**src/rtl/mult_div_unit_if.sv**
```systemverilog
// Operand, control and HI/LO result bundle between the execute stage and the multiply/divide unit.
// The pipeline side drives as master; the unit is the slave.
interface mult_div_unit_if;
    logic        start;
    logic [1:0]  op;
    logic [31:0] rs_content;
    logic [31:0] rt_content;
    logic        mthi;
    logic        mtlo;
    logic        busy;
    logic        done;
    logic [31:0] HI;
    logic [31:0] LO;

    modport master (
        output start, op, rs_content, rt_content, mthi, mtlo,
        input  busy, done, HI, LO
    );

    modport slave (
        input  start, op, rs_content, rt_content, mthi, mtlo,
        output busy, done, HI, LO
    );
endinterface

```
**src/rtl/mult_div_unit.sv**
```systemverilog
// Iterative 32-step shift-add multiplier / restoring divider owning the MIPS HI and LO registers.
// Signed ops run on magnitudes; the sign is restored in the FIX cycle.
module mult_div_unit (
    input  logic            clk,
    input  logic            reset,
    mult_div_unit_if.slave  bus
);

    typedef enum logic [1:0] {StIdle, StRun, StFix} state_e;

    state_e      state_q, state_d;
    logic [5:0]  cnt_q, cnt_d;
    logic        done_q, done_d;
    logic        is_div_q, is_div_d;
    logic        neg_q, neg_d;
    logic        neg_rem_q, neg_rem_d;
    logic        div_zero_q, div_zero_d;
    logic [31:0] rs_q, rs_d;
    logic [31:0] b_q, b_d;
    logic [63:0] acc_q, acc_d;
    logic [31:0] hi_q, hi_d;
    logic [31:0] lo_q, lo_d;

    logic        accept;
    logic        signed_op;
    logic [31:0] rs_abs, rt_abs;
    logic [32:0] mul_sum;
    logic [32:0] div_shift, div_trial;
    logic [63:0] prod_fix;
    logic [31:0] quo_fix, rem_fix;

    assign accept    = (state_q == StIdle) && bus.start;
    assign signed_op = ~bus.op[0];
    assign rs_abs    = (signed_op && bus.rs_content[31]) ? -bus.rs_content : bus.rs_content;
    assign rt_abs    = (signed_op && bus.rt_content[31]) ? -bus.rt_content : bus.rt_content;

    // State register
    always_ff @(posedge clk or posedge reset) begin
        if (reset) begin
            state_q <= StIdle;
        end else begin
            state_q <= state_d;
        end
    end

    // Next-state logic
    always_comb begin
        state_d = state_q;
        unique case (state_q)
            StIdle:  if (bus.start) state_d = StRun;
            StRun:   if (cnt_q == 6'd31) state_d = StFix;
            StFix:   state_d = StIdle;
            default: state_d = StIdle;
        endcase
    end

    // Outputs
    always_comb begin
        bus.busy = (state_q != StIdle);
        bus.done = done_q;
        bus.HI   = hi_q;
        bus.LO   = lo_q;
    end

    // Multiply: accumulator high half gains the multiplicand when the multiplier LSB is set.
    // Divide: acc[63:32] is the partial remainder, acc[31:0] shifts dividend out, quotient in.
    assign mul_sum   = {1'b0, acc_q[63:32]} + (acc_q[0] ? {1'b0, b_q} : 33'd0);
    assign div_shift = {acc_q[63:32], acc_q[31]};
    assign div_trial = div_shift - {1'b0, b_q};

    assign prod_fix = neg_q ? -acc_q : acc_q;
    assign quo_fix  = neg_q ? -acc_q[31:0] : acc_q[31:0];
    assign rem_fix  = neg_rem_q ? -acc_q[63:32] : acc_q[63:32];

    always_comb begin
        cnt_d      = cnt_q;
        done_d     = (state_q == StFix);
        is_div_d   = is_div_q;
        neg_d      = neg_q;
        neg_rem_d  = neg_rem_q;
        div_zero_d = div_zero_q;
        rs_d       = rs_q;
        b_d        = b_q;
        acc_d      = acc_q;
        hi_d       = hi_q;
        lo_d       = lo_q;

        if (accept) begin
            cnt_d      = 6'd0;
            is_div_d   = bus.op[1];
            neg_d      = signed_op && (bus.rs_content[31] ^ bus.rt_content[31]);
            neg_rem_d  = signed_op && bus.rs_content[31];
            div_zero_d = bus.op[1] && (bus.rt_content == 32'd0);
            rs_d       = bus.rs_content;
            b_d        = bus.op[1] ? rt_abs : rs_abs;
            acc_d      = {32'd0, bus.op[1] ? rs_abs : rt_abs};
        end else if (state_q == StIdle) begin
            if (bus.mthi) hi_d = bus.rs_content;
            if (bus.mtlo) lo_d = bus.rs_content;
        end else if (state_q == StRun) begin
            cnt_d = cnt_q + 6'd1;
            if (is_div_q) begin
                if (!div_trial[32]) begin
                    acc_d = {div_trial[31:0], acc_q[30:0], 1'b1};
                end else begin
                    acc_d = {div_shift[31:0], acc_q[30:0], 1'b0};
                end
            end else begin
                acc_d = {mul_sum, acc_q[31:1]};
            end
        end else if (state_q == StFix) begin
            if (!is_div_q) begin
                hi_d = prod_fix[63:32];
                lo_d = prod_fix[31:0];
            end else if (div_zero_q) begin
                hi_d = rs_q;
                lo_d = 32'hFFFF_FFFF;
            end else begin
                hi_d = rem_fix;
                lo_d = quo_fix;
            end
        end
    end

    always_ff @(posedge clk or posedge reset) begin
        if (reset) begin
            cnt_q      <= 6'd0;
            done_q     <= 1'b0;
            is_div_q   <= 1'b0;
            neg_q      <= 1'b0;
            neg_rem_q  <= 1'b0;
            div_zero_q <= 1'b0;
            rs_q       <= 32'd0;
            b_q        <= 32'd0;
            acc_q      <= 64'd0;
            hi_q       <= 32'd0;
            lo_q       <= 32'd0;
        end else begin
            cnt_q      <= cnt_d;
            done_q     <= done_d;
            is_div_q   <= is_div_d;
            neg_q      <= neg_d;
            neg_rem_q  <= neg_rem_d;
            div_zero_q <= div_zero_d;
            rs_q       <= rs_d;
            b_q        <= b_d;
            acc_q      <= acc_d;
            hi_q       <= hi_d;
            lo_q       <= lo_d;
        end
    end

endmodule

```
**src/flat_wrapper.sv**
```systemverilog
// flat-port wrapper written by rule: the top's interface ports become plain ports
module mult_div_unit_flat 
  (clk, reset, bus_start, bus_op, bus_rs_content, bus_rt_content, bus_mthi, bus_mtlo, bus_busy, bus_done, bus_HI, bus_LO);
  mult_div_unit_if bus_i ();
  input  logic clk;
  input  logic reset;
  input wire logic [$bits(bus_i.start)-1:0] bus_start;
  input wire logic [$bits(bus_i.op)-1:0] bus_op;
  input wire logic [$bits(bus_i.rs_content)-1:0] bus_rs_content;
  input wire logic [$bits(bus_i.rt_content)-1:0] bus_rt_content;
  input wire logic [$bits(bus_i.mthi)-1:0] bus_mthi;
  input wire logic [$bits(bus_i.mtlo)-1:0] bus_mtlo;
  output wire logic [$bits(bus_i.busy)-1:0] bus_busy;
  output wire logic [$bits(bus_i.done)-1:0] bus_done;
  output wire logic [$bits(bus_i.HI)-1:0] bus_HI;
  output wire logic [$bits(bus_i.LO)-1:0] bus_LO;
  assign bus_i.start = bus_start;
  assign bus_i.op = bus_op;
  assign bus_i.rs_content = bus_rs_content;
  assign bus_i.rt_content = bus_rt_content;
  assign bus_i.mthi = bus_mthi;
  assign bus_i.mtlo = bus_mtlo;
  assign bus_busy = bus_i.busy;
  assign bus_done = bus_i.done;
  assign bus_HI = bus_i.HI;
  assign bus_LO = bus_i.LO;
  mult_div_unit u_core (.clk(clk), .reset(reset), .bus(bus_i));
endmodule
```
**config.mk**
```make
export PLATFORM = sky130hd
export DESIGN_NAME = mult_div_unit_flat
export DESIGN_NICKNAME = d
export VERILOG_FILES = /design/src/rtl/mult_div_unit_if.sv /design/src/rtl/mult_div_unit.sv /design/src/flat_wrapper.sv
export SDC_FILE = /design/constraint.sdc
export NUM_CORES = 1
export LEC_CHECK = 0
export ABC_CLOCK_PERIOD_IN_PS = 11030
export CORE_MARGIN = 2
export CORE_UTILIZATION = 40
export CTS_BUF_LIST = sky130_fd_sc_hd__clkbuf_4 sky130_fd_sc_hd__clkbuf_8 sky130_fd_sc_hd__clkbuf_16
export DETAILED_ROUTE_END_ITERATION = 7
export GPL_TIMING_DRIVEN = 0
export SLEW_MARGIN = 20
export SYNTH_ARGS = -nofsm -noshare
export SYNTH_HDL_FRONTEND = slang
export SYNTH_SLANG_ARGS = --single-unit
```
**constraint.sdc**
```tcl
create_clock -name clk -period 11.03 [get_ports clk]
set_input_delay 1.103 -clock clk [delete_from_list [all_inputs] [get_ports clk]]
set_output_delay 1.103 -clock clk [all_outputs]
set_load 0.03 [all_outputs]
```
==> results of run 1 <==
-- area by class of cell --
cell class                 count  share of cell area (%)
clock buffer                  36                   3.842
buffer                       170                   3.325
inverter                      67                   1.306
sequential                   205                   25.87
multi-input combinational   1740                   54.84
timing repair buffer         129                   6.687
tap                          539                   3.400
clock inverter                12                  0.7318
-- Yosys cell counts (all sizes together) (5+ instances only) --
cell type,instances,area share (%)
a221oi,14,0.72
clkbuf,145,3.2
mux2i,80,4.7
a21o,24,1.1
o22ai,39,1.4
xor2,72,3.7
nand4b,5,0.26
or3,25,0.92
buf,25,0.68
nand2,335,7.4
or2,5,0.18
xnor2,131,6.8
nand3,32,0.98
and3,15,0.55
o21bai,11,0.49
inv,66,1.5
a311oi,5,0.26
a22oi,28,1.2
dfrtp,205,30
nor2b,15,0.55
o41ai,11,0.61
nand2b,23,0.85
nor4,16,0.72
o21ai,271,8.0
nor2,150,3.3
or4,10,0.51
o211ai,69,3.1
ha,69,5.1
a31oi,12,0.44
o31ai,24,1.1
a21oi,139,4.1
and2,9,0.33
nand4,13,0.48
a211oi,10,0.44
nor3,30,0.98
-- where the power goes --
part / switching (uW) / internal [uW] / leakage, uW
registers: 299 / 1050 / 0.00250
clock network: 372 / 553 / 0.000444
logic: 2330 / 1480 / 0.00520
total: 3000 / 3080 / 0.00815
-- stage by stage --
step,util [%],area [sq um],hold WS (ps)
2_1_floorplan,-,16920,438.6
3_3_place_gp,45.07,18860,458.9
3_5_place_dp,45.22,18930,465.5
4_1_cts,47.39,19830,478.7
5_1_grt,47.39,19830,504.7
6_report,47.39,19830,480.2
-- metal layers --
metal	up-vias	share of wire [%]	routed length (um)
met1	8445	44	30710
met3	106	8.2	5767
li1	8068	-	-
met5	-	0	0
met2	746	44	31040
met4	0	3.6	2520
-- sequential cells by signal, summed over array words and instances (netlist names) --
register and count:
u_core.bus.HI 32, u_core.acc_q 64, u_core.is_div_q 1, u_core.state_q 2, u_core.bus.LO 32, u_core.neg_rem_q 1, u_core.cnt_q 6, u_core.rs_q 32
u_core.neg_q 1, u_core.b_q 32, u_core.div_zero_q 1, u_core.bus.done 1
-- logic make-up after synthesis --
kind of cell,after synthesis
multiplexers,84
AND/OR/NAND/NOR,693
XOR/XNOR,203
adder cells (fa/ha/maj),71
flip-flops,205
AO/OA/AOI/OAI,689
buffers and inverters,237
-- worst max-delay path: cells and delay by family, from the launching register on --
kind | cells | cell delay [ps]
flops | 1 | 320
buf+inv | 6 | 2940
simple gates | 1 | 140
-- final timing paths --
path                                    from                end  cells after the start
hold reg to reg            u_core.bus.LO[21]  u_core.bus.LO[21]                      2
hold / removal             u_core.bus.LO[21]  u_core.bus.LO[21]                      2
setup reg to reg            u_core.acc_q[31]    u_core.acc_q[0]                     14
min in group asynchronous              reset  u_core.bus.LO[31]                      2
max in group asynchronous              reset   u_core.acc_q[46]                      4
setup / recovery           u_core.state_q[0]           bus_busy                      7
==> flow_summary_export.csv, run 1 <==
group,metric,value,unit
outcome,run_status,"finished, final reports clean",
critical_path,crit_path_start_kind,"flop",
synthesis,synth_xor_area_share,10.51,%
routing,ant_nets,0,
sta,slew-limit-headroom,28.28,%
grt,grt_pass1_vias,16551,
die,rows,75,
routing,wl_per_cell,24.17,um
power_and_ir_drop,p_per_area,306.6,mW/mm^2
grt,grt_max_degree,93,
critical_path,crit_fanout,10,
critical_path,critPathKind,"reg2out",
placed_design,dp.cells,2850,
job,cap_violations,0,
sta,fin_crit_sh,46.05,%
clock_network,cts_sinks,205,
die,io_pins,137,
finish,area.growth.synth_to_final,17.23,%
synthesis,synth-seq-area-share,30.32,%
power_and_ir_drop,vdd_ir_drop_max,0.0001305,V
clock_network,cts_hold_buf,0,
synthesis,synth_fa_ha_area_share,5.340,%
synthesis,synthesis.nets,2324,
routing,via_per_inst,5.992,
placed_design,io_buffers,127,
placed_design,dp_slack,6262,ps
critical_path,endpoint_kind,"output port",
critical_path,cp_cell_sequence,"clkbuf_1 > nor2_1 > clkbuf_1 > inv_1 > clkbuf_1 > buf_1 > clkdlybuf4s50_1",
synthesis,synthSimpleGateAreaFrac,18.74,%
routing,firstDrtPassIters,6,
grt,grt.busiest_layer,"met2",
clock_network,clock_latency,570,ps
sta,report.final.slew_viol_count,0,
power_and_ir_drop,fin_total_pwr,6081,uW
die,dieHeight,209.7,um
finish,seqCellArea,0.005130,sq mm
synthesis,synth_top_family_by_area,"compound AO/OA/AOI/OAI gates",
finish,n_antenna_cell,0,
critical_path,critPathSlowestCell,"clkdlybuf4s50_1",
sta,clock.fmax,196.9,MHz
placed_design,dp_hpwl,55.45,mm
die,core_area,0.04185,sq mm
clock_network,clkTransAtPathRegs,60,ps
finish,instances_no_fill,2898,
synthesis,yosys.cell_types.count,76,
synthesis,synth-edff-count,0,
clock_network,h-tree-depth,1,
die,die_w,209.7,um
synthesis,synth_warnings,0,
grt,grt_pass1_wl,105.0,mm
critical_path,critical-path-max-stage-delay,790,ps
routing,wl,70.04,mm
min_path,hp-class,"reg2reg",
grt,grt.overflow.total,0,
sta,skew,21.77,ps
clock_network,cts-root-buf,"clkbuf_16",
finish,layout.nets,2482,
placed_design,place.gp.congestion,0.9881,
critical_path,cp.arrival,3980,ps
grt,antenna_found_initial,0,
grt,grt_usage,31.50,%
sta,fin_tns_setup,0,ps
die,initial_core_util,40.42,%
finish,final_layout_size_suffix_gt1_share,3.476,%
routing,drc,0,
sta,tightest_slew,1061,ps
synthesis,synth-compound-area-share,24.70,%
synthesis,netlist_area,0.01692,sq mm
sta,setup_viol,0,
synthesis,avgSynthCellArea,7.753,sq um
finish,layout_commonest_cell,"nand2_1",
clock_network,post_cts_buffers,0,
clock_network,cts_made_buffers,27,
sta,rsz0062_at_grt,"no",
clock_network,post_cts_resized,0,
synthesis,ys.flop_type,"dfrtp_1",
synthesis,synth_async_sr_flop_share,100.0,%
grt,grtUsageMet3,5.911,%
critical_path,critPathRequiredTime,9930,ps
grt,met1_usage,43.68,%
sta,hold_viol_final,0,
routing,first_iter_violations,1900,
synthesis,syn_inst,2182,
die,die-area,0.04396,sq mm
finish,layout_common_cells,"335 x nand2_1, 269 x o21ai_0, 205 x dfrtp_1",
finish,multi_input_area,0.01088,sq mm
synthesis,synth.area.mux_share,5.000,%
critical_path,crit_top_cell,"clkbuf_1",
sta,setup_slack,5951,ps
finish,fillers,4241,
critical_path,r2r_setup_slack,6240,ps
synthesis,ys_seq_elements,205,
power_and_ir_drop,p_leak,0.008150,uW
clock_network,cts_buffer_depth,3,
clock_network,cts_tree,"yes",
grt,grt_util_met2,49.22,%
sta,fin_crit,5079,ps
routing,via_count,17365,
(Power assumes the default switching activity.)
==> run 2: changes to the inputs <==
Settings changed: ABC_CLOCK_PERIOD_IN_PS 11030 to 5100.
Clock period 11.03 ns to 5.1 ns, I/O delays scaled along.
==> flow_summary_export.csv, run 2 (synthesized netlist as in run 1, its figures left out) <==
group,metric,value,unit
outcome,run_status,"finished, final reports clean",
critical_path,cp.arrival,5270,ps
sta,hold_viol_final,0,
sta,slew-limit-headroom,29.36,%
sta,rsz0062_at_grt,"no",
finish,top_register,"u_core.acc_q",
clock_network,cts_tree,"yes",
die,io_pins,137,
placed_design,place.gp.congestion,0.9723,
sta,report.final.slew_viol_count,0,
critical_path,rr_worst_depth,14,
finish,layout_commonest_cell,"nand2_1",
sta,fin_crit,4808,ps
routing,first_iter_violations,2004,
critical_path,crit_path_start_kind,"flop",
placed_design,dp_hpwl,55.98,mm
critical_path,cp-startpoint,"u_core.acc_q[31]",
finish,multi_input_area,0.01088,sq mm
routing,via_per_inst,6.023,
grt,grt_pass1_wl,103.8,mm
critical_path,endpoint_kind,"flop",
power_and_ir_drop,clkPwrFrac,16.0,%
critical_path,r2r_end,"u_core.acc_q[38]",
power_and_ir_drop,intPower,6806,uW
clock_network,h-tree-depth,1,
grt,grt.overflow.total,0,
sta,clock.fmax,208.0,MHz
grt,grt_pass1_vias,16286,
critical_path,critPathRequiredTime,5560,ps
routing,via_count,17486,
routing,wl_per_cell,24.16,um
job,cap_violations,0,
power_and_ir_drop,vdd_ir_drop_max,0.0003086,V
critical_path,timing.rr.start,"u_core.acc_q[31]",
routing,drc,0,
grt,grt_max_degree,33,
clock_network,cts_made_buffers,27,
finish,n_antenna_cell,0,
power_and_ir_drop,fin_total_pwr,13290,uW
grt,grt_usage,31.18,%
sta,fin_crit_sh,94.28,%
finish,layout_common_cells,"335 x nand2_1, 269 x o21ai_0, 205 x dfrtp_1",
critical_path,critPathKind,"reg2reg",
power_and_ir_drop,p_sw,6486,uW
die,initial_core_util,40.42,%
sta,fin_tns_setup,0,ps
finish,layout.nets,2488,
clock_network,post_cts_buffers,0,
sta,setup_viol,0,
power_and_ir_drop,seqPwrFrac,22.0,%
die,die_w,209.7,um
grt,antenna_found_initial,0,
die,dieHeight,209.7,um
power_and_ir_drop,switching_share,48.80,%
clock_network,clkTransAtPathRegs,60,ps
sta,skew,16.82,ps
sta,tightest_slew,1060,ps
finish,area.growth.synth_to_final,18.32,%
clock_network,cts_hold_buf,0,
power_and_ir_drop,p_leak,0.008238,uW
die,rows,75,
clock_network,cts_sinks,205,
finish,seqCellArea,0.005130,sq mm
critical_path,r2r_setup_slack,290,ps
power_and_ir_drop,p_per_area,664.1,mW/mm^2
finish,final_layout_size_suffix_gt1_share,3.680,%
power_and_ir_drop,share_comb_of_total_power,62.0,%
routing,firstDrtPassIters,5,
clock_network,clock_latency,570,ps
clock_network,post_cts_resized,0,
die,die-area,0.04396,sq mm
clock_network,cts_buffer_depth,3,
die,core_area,0.04185,sq mm
placed_design,io_buffers,127,
finish,largest_reg_flops,64,
routing,ant_nets,0,
critical_path,crit_end,"u_core.acc_q[38]",
min_path,hp-class,"in2async",
clock_network,cts-root-buf,"clkbuf_16",
critical_path,crit_fanout,10,
finish,fillers,4164,
routing,wl,70.13,mm
==> run 2: per-layer routing <==
metal | part of all wire (%) | track usage, % | vias to the layer above | routed length, um
met1 | 44 | 43.64 | 8469 | 30900
met4 | 3.5 | 10.05 | 0 | 2489
met3 | 7.8 | 4.728 | 119 | 5492
met5 | 0 | 0 | - | 0
li1 | - | - | 8072 | -
met2 | 45 | 49.46 | 826 | 31250
==> run 2: how the worst min path moves through the flow <==
| stage | end | slack, ps | startpoint |
|---|---|---|---|
| 6_report | u_core.bus.LO[22] | 220 | reset |
| 4_1_cts | u_core.bus.LO[22] | 210 | reset |
| 3_3_place_gp | u_core.rs_q[27] | 460 | u_core.rs_q[27] |
| 2_1_floorplan | u_core.cnt_q[5] | 440 | u_core.cnt_q[5] |
| 3_5_place_dp | u_core.cnt_q[5] | 460 | u_core.cnt_q[5] |
| 5_1_grt | u_core.bus.LO[22] | 230 | reset |
==> run 2: power by group through the flow <==
| stage | logic (uW) | clock network, uW | registers, uW |
|---|---|---|---|
| 4_1_cts | 8110 | 2140 | 2900 |
| 6_report | 8240 | 2120 | 2930 |
| 3_3_place_gp | 7960 | 0 | 2910 |
| 3_5_place_dp | 8070 | 0 | 2920 |
| 5_1_grt | 8990 | 2200 | 2980 |
| 2_1_floorplan | 5400 | 0 | 3070 |
==> run 2: final cells by class <==
class / count / share of cell area (%)
multi-input combinational: 1740 / 54.34
sequential: 205 / 25.63
timing repair buffer: 135 / 7.226
clock buffer: 36 / 3.932
tap: 539 / 3.369
buffer: 170 / 3.294
inverter: 67 / 1.275
clock inverter: 11 / 0.9314
==> run 2: worst max-delay path, stage by stage, from the launching register on <==
cell,delay [ps]
dfrtp_1,450
inv_1,200
ha_1,290
fa_1,420
nand2b_1,200
a21oi_1,260
a2111oi_1,160
o311ai_1,800
nand3_1,270
a31o_2,300
mux2i_1,150
o221ai_1,370
buf_2,400
mux2i_1,180
o21ai_0,260
==> run 2: metrics by stage <==
step | area (sq um) | cells | utilization (%) | hold slack, ps | setup WS [ps]
after global routing | 20020 | 2903 | 47.83 | 227.0 | 212.4
after CTS | 20020 | 2903 | 47.82 | 210.7 | 386.7
after floorplan | 16920 | 2182 | - | 438.6 | 1711
after global placement | 18870 | 2848 | 45.08 | 462.6 | 117.9
after detailed placement | 19040 | 2856 | 45.50 | 462.9 | 405.0
final | 20020 | 2903 | 47.83 | 222.4 | 291.5
